### config.mk
export PLATFORM = sky130hd
export DESIGN_NAME = counter_updown_mod_flat
export DESIGN_NICKNAME = d
export VERILOG_FILES = /design/src/rtl/counter_updown_mod_if.sv /design/src/rtl/counter_updown_mod.sv /design/src/flat_wrapper.sv
export SDC_FILE = /design/constraint.sdc
export NUM_CORES = 1
export LEC_CHECK = 0
export BUFFER_PORTS_ARGS = -buffer_cell sky130_fd_sc_hd__buf_2
export CORE_AREA = 2 2 39 41
export DETAILED_ROUTE_END_ITERATION = 10
export DIE_AREA = 0 0 41 43
export PLACE_DENSITY = 0.74
export SLEW_MARGIN = 20
export SYNTH_ARGS = -nofsm -noshare
export SYNTH_HDL_FRONTEND = slang
export SYNTH_SLANG_ARGS = --single-unit
export TNS_END_PERCENT = 10
### constraint.sdc
create_clock -name C -period 1.6 [get_ports C]
set_input_delay 0.08 -clock C [delete_from_list [all_inputs] [get_ports C]]
set_output_delay 0.08 -clock C [all_outputs]
set_load 0.01 [all_outputs]
### src/rtl/counter_updown_mod_if.sv
// Bundle of the counter's control inputs and count outputs.
// Clock and reset stay outside the interface as plain ports.
//   master : drives CLR, DCLR, LD, D, EN, UP; observes Q, notQ, TC, overflow, underflow
//   slave  : the counter itself
interface counter_updown_mod_if #(
    parameter int DATA_WIDTH = 4
);
    logic                  CLR;
    logic [DATA_WIDTH-1:0] DCLR;
    logic                  LD;
    logic [DATA_WIDTH-1:0] D;
    logic                  EN;
    logic                  UP;
    logic [DATA_WIDTH-1:0] Q;
    logic [DATA_WIDTH-1:0] notQ;
    logic                  TC;
    logic                  overflow;
    logic                  underflow;

    modport master (
        output CLR, DCLR, LD, D, EN, UP,
        input  Q, notQ, TC, overflow, underflow
    );

    modport slave (
        input  CLR, DCLR, LD, D, EN, UP,
        output Q, notQ, TC, overflow, underflow
    );
endinterface

### src/rtl/counter_updown_mod.sv
// Synchronous up/down modulo counter with clear, parallel load, enable,
// programmable modulus and registered wrap pulses.
// Ports:
//   C      rising-edge clock
//   RST_n  asynchronous active-low reset
//   bus    counter_updown_mod_if.slave (CLR/DCLR/LD/D/EN/UP in,
//          Q/notQ/TC/overflow/underflow out)
// Optional build macro COUNTER_UPDOWN_MOD_CASCADE_EN adds CI (carry in,
// gates the enable and TC) and CO (= TC, feeds the next stage's CI).
// Action priority on each edge: clear, then load, then count.
module counter_updown_mod #(
    parameter int              DATA_WIDTH = 4,
    parameter longint unsigned MODULUS    = 16,
    parameter int              CLEAR_VAL  = 1
) (
    input  logic                C,
    input  logic                RST_n,
    counter_updown_mod_if.slave bus
`ifdef COUNTER_UPDOWN_MOD_CASCADE_EN
    ,
    input  logic                CI,
    output logic                CO
`endif
);

    // Largest legal count; all arithmetic wraps here rather than at 2^DATA_WIDTH.
    localparam logic [DATA_WIDTH-1:0] Q_MAX  = DATA_WIDTH'(MODULUS - 64'd1);
    localparam logic                  CLR_LV = (CLEAR_VAL != 0);

    logic [DATA_WIDTH-1:0] q_q, q_d;
    logic                  ovf_q, ovf_d;
    logic                  unf_q, unf_d;
    logic                  en_eff;
    logic                  at_max;
    logic                  at_zero;
    logic                  clr_act;

    // Out-of-range clear/load values saturate to the top of the range so Q
    // can never leave 0..MODULUS-1.
    function automatic logic [DATA_WIDTH-1:0] clip(input logic [DATA_WIDTH-1:0] v);
        return (64'(v) >= MODULUS) ? Q_MAX : v;
    endfunction

`ifdef COUNTER_UPDOWN_MOD_CASCADE_EN
    assign en_eff = bus.EN & CI;
`else
    assign en_eff = bus.EN;
`endif

    assign at_max  = (q_q == Q_MAX);
    assign at_zero = (q_q == '0);
    assign clr_act = (bus.CLR == CLR_LV);

    always_comb begin
        q_d   = q_q;
        ovf_d = 1'b0;
        unf_d = 1'b0;
        if (clr_act) begin
            q_d = clip(bus.DCLR);
        end else if (bus.LD) begin
            q_d = clip(bus.D);
        end else if (en_eff) begin
            if (bus.UP) begin
                if (at_max) begin
                    q_d   = '0;
                    ovf_d = 1'b1;
                end else begin
                    q_d = q_q + DATA_WIDTH'(1);
                end
            end else begin
                if (at_zero) begin
                    q_d   = Q_MAX;
                    unf_d = 1'b1;
                end else begin
                    q_d = q_q - DATA_WIDTH'(1);
                end
            end
        end
    end

    always_ff @(posedge C or negedge RST_n) begin
        if (!RST_n) begin
            q_q   <= '0;
            ovf_q <= 1'b0;
            unf_q <= 1'b0;
        end else begin
            q_q   <= q_d;
            ovf_q <= ovf_d;
            unf_q <= unf_d;
        end
    end

    assign bus.Q         = q_q;
    assign bus.notQ      = ~q_q;
    assign bus.overflow  = ovf_q;
    assign bus.underflow = unf_q;
    // Raised in the cycle before a wrap, so a following stage counts on the same edge.
    assign bus.TC        = en_eff & ((bus.UP & at_max) | (~bus.UP & at_zero));

`ifdef COUNTER_UPDOWN_MOD_CASCADE_EN
    assign CO = bus.TC;
`endif

endmodule
### src/flat_wrapper.sv
// flat-port wrapper written by rule: the top's interface ports become plain ports
module counter_updown_mod_flat 
#(
    parameter int              DATA_WIDTH = 4,
    parameter longint unsigned MODULUS    = 16,
    parameter int              CLEAR_VAL  = 1
)
  (C, RST_n, bus_CLR, bus_DCLR, bus_LD, bus_D, bus_EN, bus_UP, bus_Q, bus_notQ, bus_TC, bus_overflow, bus_underflow);
  counter_updown_mod_if #(.DATA_WIDTH(DATA_WIDTH)) bus_i ();
  input  logic C;
  input  logic RST_n;
  input wire logic [$bits(bus_i.CLR)-1:0] bus_CLR;
  input wire logic [$bits(bus_i.DCLR)-1:0] bus_DCLR;
  input wire logic [$bits(bus_i.LD)-1:0] bus_LD;
  input wire logic [$bits(bus_i.D)-1:0] bus_D;
  input wire logic [$bits(bus_i.EN)-1:0] bus_EN;
  input wire logic [$bits(bus_i.UP)-1:0] bus_UP;
  output wire logic [$bits(bus_i.Q)-1:0] bus_Q;
  output wire logic [$bits(bus_i.notQ)-1:0] bus_notQ;
  output wire logic [$bits(bus_i.TC)-1:0] bus_TC;
  output wire logic [$bits(bus_i.overflow)-1:0] bus_overflow;
  output wire logic [$bits(bus_i.underflow)-1:0] bus_underflow;
  assign bus_i.CLR = bus_CLR;
  assign bus_i.DCLR = bus_DCLR;
  assign bus_i.LD = bus_LD;
  assign bus_i.D = bus_D;
  assign bus_i.EN = bus_EN;
  assign bus_i.UP = bus_UP;
  assign bus_Q = bus_i.Q;
  assign bus_notQ = bus_i.notQ;
  assign bus_TC = bus_i.TC;
  assign bus_overflow = bus_i.overflow;
  assign bus_underflow = bus_i.underflow;
  counter_updown_mod #(.DATA_WIDTH(DATA_WIDTH), .MODULUS(MODULUS), .CLEAR_VAL(CLEAR_VAL)) u_core (.C(C), .RST_n(RST_n), .bus(bus_i));
endmodule
==> results of run 1 <==
through the flow:
stage	std cells	worst slack, ns	setup TNS, ns	hold WS (ns)
global placement	98	0.200	0	-0.0915
global route	103	-0.00783	-0.00783	0.0746
floorplan	59	0.00562	0	-0.216
detailed placement	98	0.152	0	-0.0875
finish	103	0.0604	0	0.0735
CTS	102	0.00723	0	0.0610
registers in the layout, summed over array words and instances, names as in the netlist:
name,cells
u_core.bus.Q,4
u_core.bus.overflow,1
u_core.bus.underflow,1
logic make-up (layout without fill, tap and decap cells):
| group | after synthesis | count (layout) | synth area share, % |
|---|---|---|---|
| simple gates | 20 | 20 | 21.9 |
| flops | 6 | 6 | 30.2 |
| xor+xnor | 1 | 1 | 1.76 |
| compound gates | 19 | 19 | 24.9 |
| buf+inv | 8 | 36 | 9.82 |
| fa+ha+maj | 2 | 2 | 5.04 |
| mux | 3 | 3 | 6.30 |
path summary, 6_finish.rpt:
| kind | from | endpoint | slack [ns] | cells after the start |
|---|---|---|---|---|
| worst min-delay path | bus_DCLR[1] | u_core.bus.Q[1] | 0.07 | 2 |
| worst max register to register | u_core.bus.Q[0] | u_core.bus.Q[3] | 0.14 | 6 |
| min in group asynchronous | RST_n | u_core.bus.Q[3] | 0.19 | 2 |
| worst max-delay path | u_core.bus.Q[1] | bus_TC | 0.06 | 7 |
| worst min register to register | u_core.bus.Q[0] | u_core.bus.Q[0] | 0.69 | 3 |
| max in group asynchronous | RST_n | u_core.bus.Q[2] | 1.26 | 2 |
layer usage:
metal	global-route usage, %	vias up	routed length (um)
li1	-	273	-
met1	22.8	253	552
met2	26.9	29	667
met3	7.85	0	126
met4	6.00	0	0
met5	0	-	0
power groups by stage:
stage	logic [W]	registers, W	clock network [W]
2_1_floorplan	0.000106	0.000192	0
3_3_place_gp	0.000180	0.000183	0
3_5_place_dp	0.000182	0.000184	0
4_1_cts	0.000187	0.000183	0.000153
5_1_grt	0.000225	0.000188	0.000155
6_report	0.000206	0.000186	0.000141
cell usage in the layout, fill, tap and decap left out, types with 2 or more instances in the layout:
cell type / Yosys / routed
a31oi_1: 2 / 2
nand3_1: 3 / 3
inv_1: 4 / 2
a21oi_1: 6 / 6
nor4_1: 2 / 2
mux2i_1: 2 / 2
inv_2: 1 / 3
dfrtp_1: 6 / 6
nor3_1: 3 / 2
o21ai_0: 2 / 2
clkbuf_4: 0 / 3
buf_2: 0 / 24
nand2_1: 4 / 4
buf_4: 1 / 3
nor2b_1: 3 / 3
critical path, stage by stage (launching register included):
cell and delay (ns):
dfrtp_1 0.40, inv_2 0.10, ha_4 0.16, nand2b_4 0.07
nor3_4 0.16, a41oi_1 0.06, nor2b_1 0.12, buf_2 0.13
cell type report:
cell class | count | area [sq um]
tap | 16 | 20.0
fill | 142 | 691
multi-input combinational | 45 | 329
timing repair buffer | 28 | 153
inverter | 5 | 18.8
clock buffer | 3 | 22.5
sequential | 6 | 150
repair_timing:
item / in CTS / in global routing
gates cloned: 0 / 0
hold endpoints to repair: 6 / 0
buffers inserted: 0 / 1
setup endpoints to repair: 1 / 1
pin swaps: 0 / 2
gates resized for setup: 3 / 4
hold buffers: 1 / 0
==> results.md, run 1 <==
* Syn_area_per_cell at 8.42 sq um
* Post-synth ARST share at 100%
* Fin crit share at 96.2%
* Crit path max fanout at 4
* Synth Cell Area at 497 sq um
* CTS tree: built
* First-pass GRT wire length at 2.13 mm
* Max clock buf depth at 2
* Gr usage total at 18.2%
* # rows at 14
* Total iterations of the first detailed-routing run at 4
* Final-report setup violation count at 0
* Area growth syn-to-layout at 39.5%
* Fin crit period at 1.54 ns
* Seq cells post-synth at 6
* Setup Skew at 0.00168 ns
* Synth cell count leaders: a21oi_1 (6), dfrtp_1 (6), inv_1 (4), nand2_1 (4)
* Int Power at 0.000347 W
* Die height at 43 um
* Fin area at 693 sq um
* I/O Buffers at 24
* Largest area contributor in the synthesized netlist: dfrtp_1
* Die footprint at 1760 sq um
* Vias per cell at 5.39
* Clock root buffer: clkbuf_4
* WS Path Type: reg -> out
* Post-synth top area share at 30.2%
* ANT cells at 0
* PD cells at 769 nW/um^2
* DRC at 0
* Flop pwr share at 34.9%
* CP Data Arrival Time at 1.46 ns
* Starting Density at 35.9%
* Die X-Extent at 41 um
* P_leak at 0.345 nW
* DP Wirelength at 969 um
* Ratio of cells with drive above 1 in the final layout at 44.8%
* Fin util at 50.1%
* Vias in the first global route at 491
* Total CTS buffers at 3
* Top FF cell, synth: dfrtp_1
* Status: completed
* Slew Limit Fails at 0
* Fmax at 650 MHz
* Worst slew pin tran at 0.345 ns
* Wire per inst at 13.1 um
* Final Hold Viols at 0
* Routed Antenna Nets at 0
* Syn Nets at 75
* Cell variety after synth at 30
* Initial antenna violation count at 0
* Sequential area share after synthesis at 30.2%
* Initial drt markers at 13
* VDD IR-drop max at 0.488 mV
* EDFF count, synth at 0
* Core footprint at 1380 sq um
* Via Count at 555
* Clock share of power at 26.4%
* Worst setup EP type: output pin
* Largest cells by area after synthesis: dfrtp_1 (30%), a21oi_1 (6.0%), ha_1 (5.0%)
* CTS sink cnt at 6
* CTS clk-pin slew, worst paths at 0.05 ns
* Remaining Overflow, GRT at 0
* Largest net degree at the start of global routing at 12
* Hold crit path type: in -> reg
* Synth Warn # at 0
* Total Wirelength at 1.35 mm
* Gpl congestion at 0.791
* Comb power frac at 38.7%
* Final Total Pwr at 0.000533 W
* Syn Inst Count at 59
* Htree depth at 1
* Sw Share at 34.9%
* IO Count at 25
* Slew margin rel. at 76.9%
* Switching power at 0.000186 W
* Crit path launch type: flip-flop
* Max-cap viol count at 0
* Final Net Count at 105
* Critical Path RT at 1.52 ns
* DP Area at 622 sq um
* Clock latency on the worst-skew pair at 0.24 ns
Power figures use the tool's default switching activity.
==> inputs of run 2 (changes only) <==
--- a/config.mk
+++ b/config.mk
@@ -6,10 +6,9 @@
 export NUM_CORES = 1
 export LEC_CHECK = 0
 export BUFFER_PORTS_ARGS = -buffer_cell sky130_fd_sc_hd__buf_2
-export CORE_AREA = 2 2 39 41
+export CORE_UTILIZATION = 38
 export DETAILED_ROUTE_END_ITERATION = 10
-export DIE_AREA = 0 0 41 43
-export PLACE_DENSITY = 0.74
+export PLACE_DENSITY = 0.78
 export SLEW_MARGIN = 20
 export SYNTH_ARGS = -nofsm -noshare
 export SYNTH_HDL_FRONTEND = slang
==> constraint.sdc (replaced) <==
create_clock -name C -period 1.24 [get_ports C]
set_input_delay 0.062 -clock C [delete_from_list [all_inputs] [get_ports C]]
set_output_delay 0.062 -clock C [all_outputs]
set_load 0.01 [all_outputs]
==> results.md, run 2 (synthesized netlist as in run 1, its figures left out) <==
* WS Path Type: reg -> reg
* # rows at 12 (-2)
* Gpl congestion at 0.773 (-2.3%)
* Core footprint at 1160 sq um (-16%)
* Total CTS buffers at 3 (unchanged)
* Fin crit period at 1.47 ns
* Starting Density at 43.0% (+7.1 points)
* ANT cells at 0 (unchanged)
* Total Wirelength at 1.55 mm (+15%)
* CTS tree: built
* Largest net degree at the start of global routing at 12 (unchanged)
* Max clock buf depth at 2 (unchanged)
* Total iterations of the first detailed-routing run at 4 (unchanged)
* Hold depth at 2 (unchanged)
* Hold Startpoint: bus_DCLR[1]
* Htree depth at 1 (unchanged)
* Area growth syn-to-layout at 52.6%
* Ratio of cells with drive above 1 in the final layout at 53.8% (+8.9 points)
* RR Startpoint: u_core.bus.Q[1]
* Final Hold Viols at 0 (unchanged)
* Fillers at 101 (-29%)
* Final Net Count at 111 (+5.7%)
* Max-cap viol count at 0 (unchanged)
* Status: finished, violations left
* VDD IR-drop max at 0.482 mV (-1.2%)
* I/O Buffers at 24 (unchanged)
* Max reg flops at 4 (unchanged)
* FF-to-FF End: u_core.bus.Q[3]
* Remaining Overflow, GRT at 0 (unchanged)
* Die footprint at 1460 sq um (-17%)
* Fmax at 681 MHz
* Cells after DPL at 100 (+2.0%)
* Reg2reg setup slack at -0.23 ns (-0.37 ns)
* DRC at 0 (unchanged)
* Slew margin rel. at 77.0% (+0.077 points)
* Crit path launch type: flip-flop
* Final worst slack at -0.228 ns (-0.289 ns)
* Routed Antenna Nets at 0 (unchanged)
* Worst hold endpoint: u_core.bus.Q[1]
* Layout Cells excl Fill at 107 (+3.9%)
* Initial drt markers at 23 (+10)
* R2R depth at 6 (unchanged)
* DP Wirelength at 1.00 mm (+3.2%)
* Fin crit share at 118%
* Met3 wire len at 97 um (-23%)
* Most common cell after layout, fill and taps aside: buf_2
* Final Total Pwr at 0.000749 W (+41%)
* Final-report setup violation count at 5 (+5)
* Clock root buffer: clkbuf_4
* PD cells at 988 nW/um^2 (+29%)
* Met1 wire length at 634 um (+15%)
* IO Count at 25 (unchanged)
* Most frequent cells in the layout: buf_2 (24), buf_4 (9), a21oi_1 (5), nand2_1 (4)
* Highest routed layer: met4
* Failing checks: negative setup slack
* Critical Path RT at 1.37 ns (-0.15 ns)
* First-pass GRT wire length at 2.32 mm (+8.7%)
* Initial antenna violation count at 0 (unchanged)
* P_leak at 0.370 nW (+7.3%)
* CTS sink cnt at 6 (unchanged)
* Hold crit path type: in -> reg
* CTS clk-pin slew, worst paths at 0.05 ns (about the same)
* Via Count at 628 (+13%)
* Fin util at 65.6% (+15 points)
* Clock latency on the worst-skew pair at 0.25 ns (about the same)
* RSZ-0062 raised after global routing: yes
* Die X-Extent at 38.2 um (-6.9%)
* Vias in the first global route at 566 (+15%)
* Die height at 38.2 um (-11%)
* Setup Skew at 0.00738 ns (+0.00571 ns)
* Crit path max fanout at 4 (unchanged)
* Gr usage total at 24.1% (+6.0 points)
* WL met2 at 762 um (+14%)
* Worst slew pin tran at 0.344 ns (-0.00115 ns)
* Wire per inst at 14.5 um (+11%)
* Final TNS setup at -0.739 ns (-0.739 ns)
* Worst setup EP type: flip-flop
* Slew Limit Fails at 0 (unchanged)
* CP Data Arrival Time at 1.59 ns (+0.13 ns)
* Vias per cell at 5.87 (+8.9%)
run 2: changes by cell type in the layout (fill, tap and decap cells not counted), sizes merged:
cell  previous run  this run
buf             27        33
run 2: power by group:
group	internal, W	switching [W]	leakage, nW	total (W)
logic	0.000157	0.000165	0.284	0.000322
clock network	0.000110	0.0000786	0.0138	0.000189
registers	0.000214	0.0000243	0.0716	0.000239
total	0.000482	0.000268	0.370	0.000749
run 2: worst max-delay path by stage:
| stage | start | endpoint |
|---|---|---|
| 6_report | u_core.bus.Q[1] | u_core.bus.Q[3] |
| 2_1_floorplan | u_core.bus.Q[0] | u_core.bus.Q[1] |
| 5_1_grt | u_core.bus.Q[1] | u_core.bus.Q[3] |
| 3_5_place_dp | u_core.bus.Q[0] | u_core.bus.Q[1] |
| 3_3_place_gp | u_core.bus.Q[0] | u_core.bus.Q[1] |
| 4_1_cts | u_core.bus.Q[1] | bus_TC |
run 2: per-layer routing:
metal  up-vias  GRT usage, %
li1        289             -
met1       290          24.3
met2        42          41.1
met3         7          5.23
met4         0          21.4
met5         -             0
run 2: worst max-delay path: stages (launching register included):
cell and delay (ns):
dfrtp_2 0.40, buf_4 0.16, buf_4 0.15, a31o_2 0.23
o311ai_1 0.09, o311a_1 0.26, nor3_2 0.05
run 2: cell type report:
class	count	area (sq um)	share of cell area (%)
multi-input combinational	45	345	45.5
inverter	5	21.3	2.81
tap	14	17.5	2.31
timing repair buffer	34	198	26.1
clock buffer	3	22.5	2.97
sequential	6	154	20.3
run 2: through the flow:
step,hold slack [ns],instance area [sq um],worst slack (ns)
final,0.0459,758,-0.228
after floorplan,-0.234,514,-0.180
after global placement,-0.108,667,-0.138
after detailed placement,-0.104,667,-0.183
after CTS,0.0430,751,-0.260
after global routing,0.0519,758,-0.297
run 2: repair_timing:
item | CTS | global route
hold endpoints to repair | 6 | 0
hold buffers | 1 | 0
resized for setup | 5 | 2
endpoints found under the setup margin | 5 | 5
buffers inserted | 3 | 0
pin swaps | 3 | 3
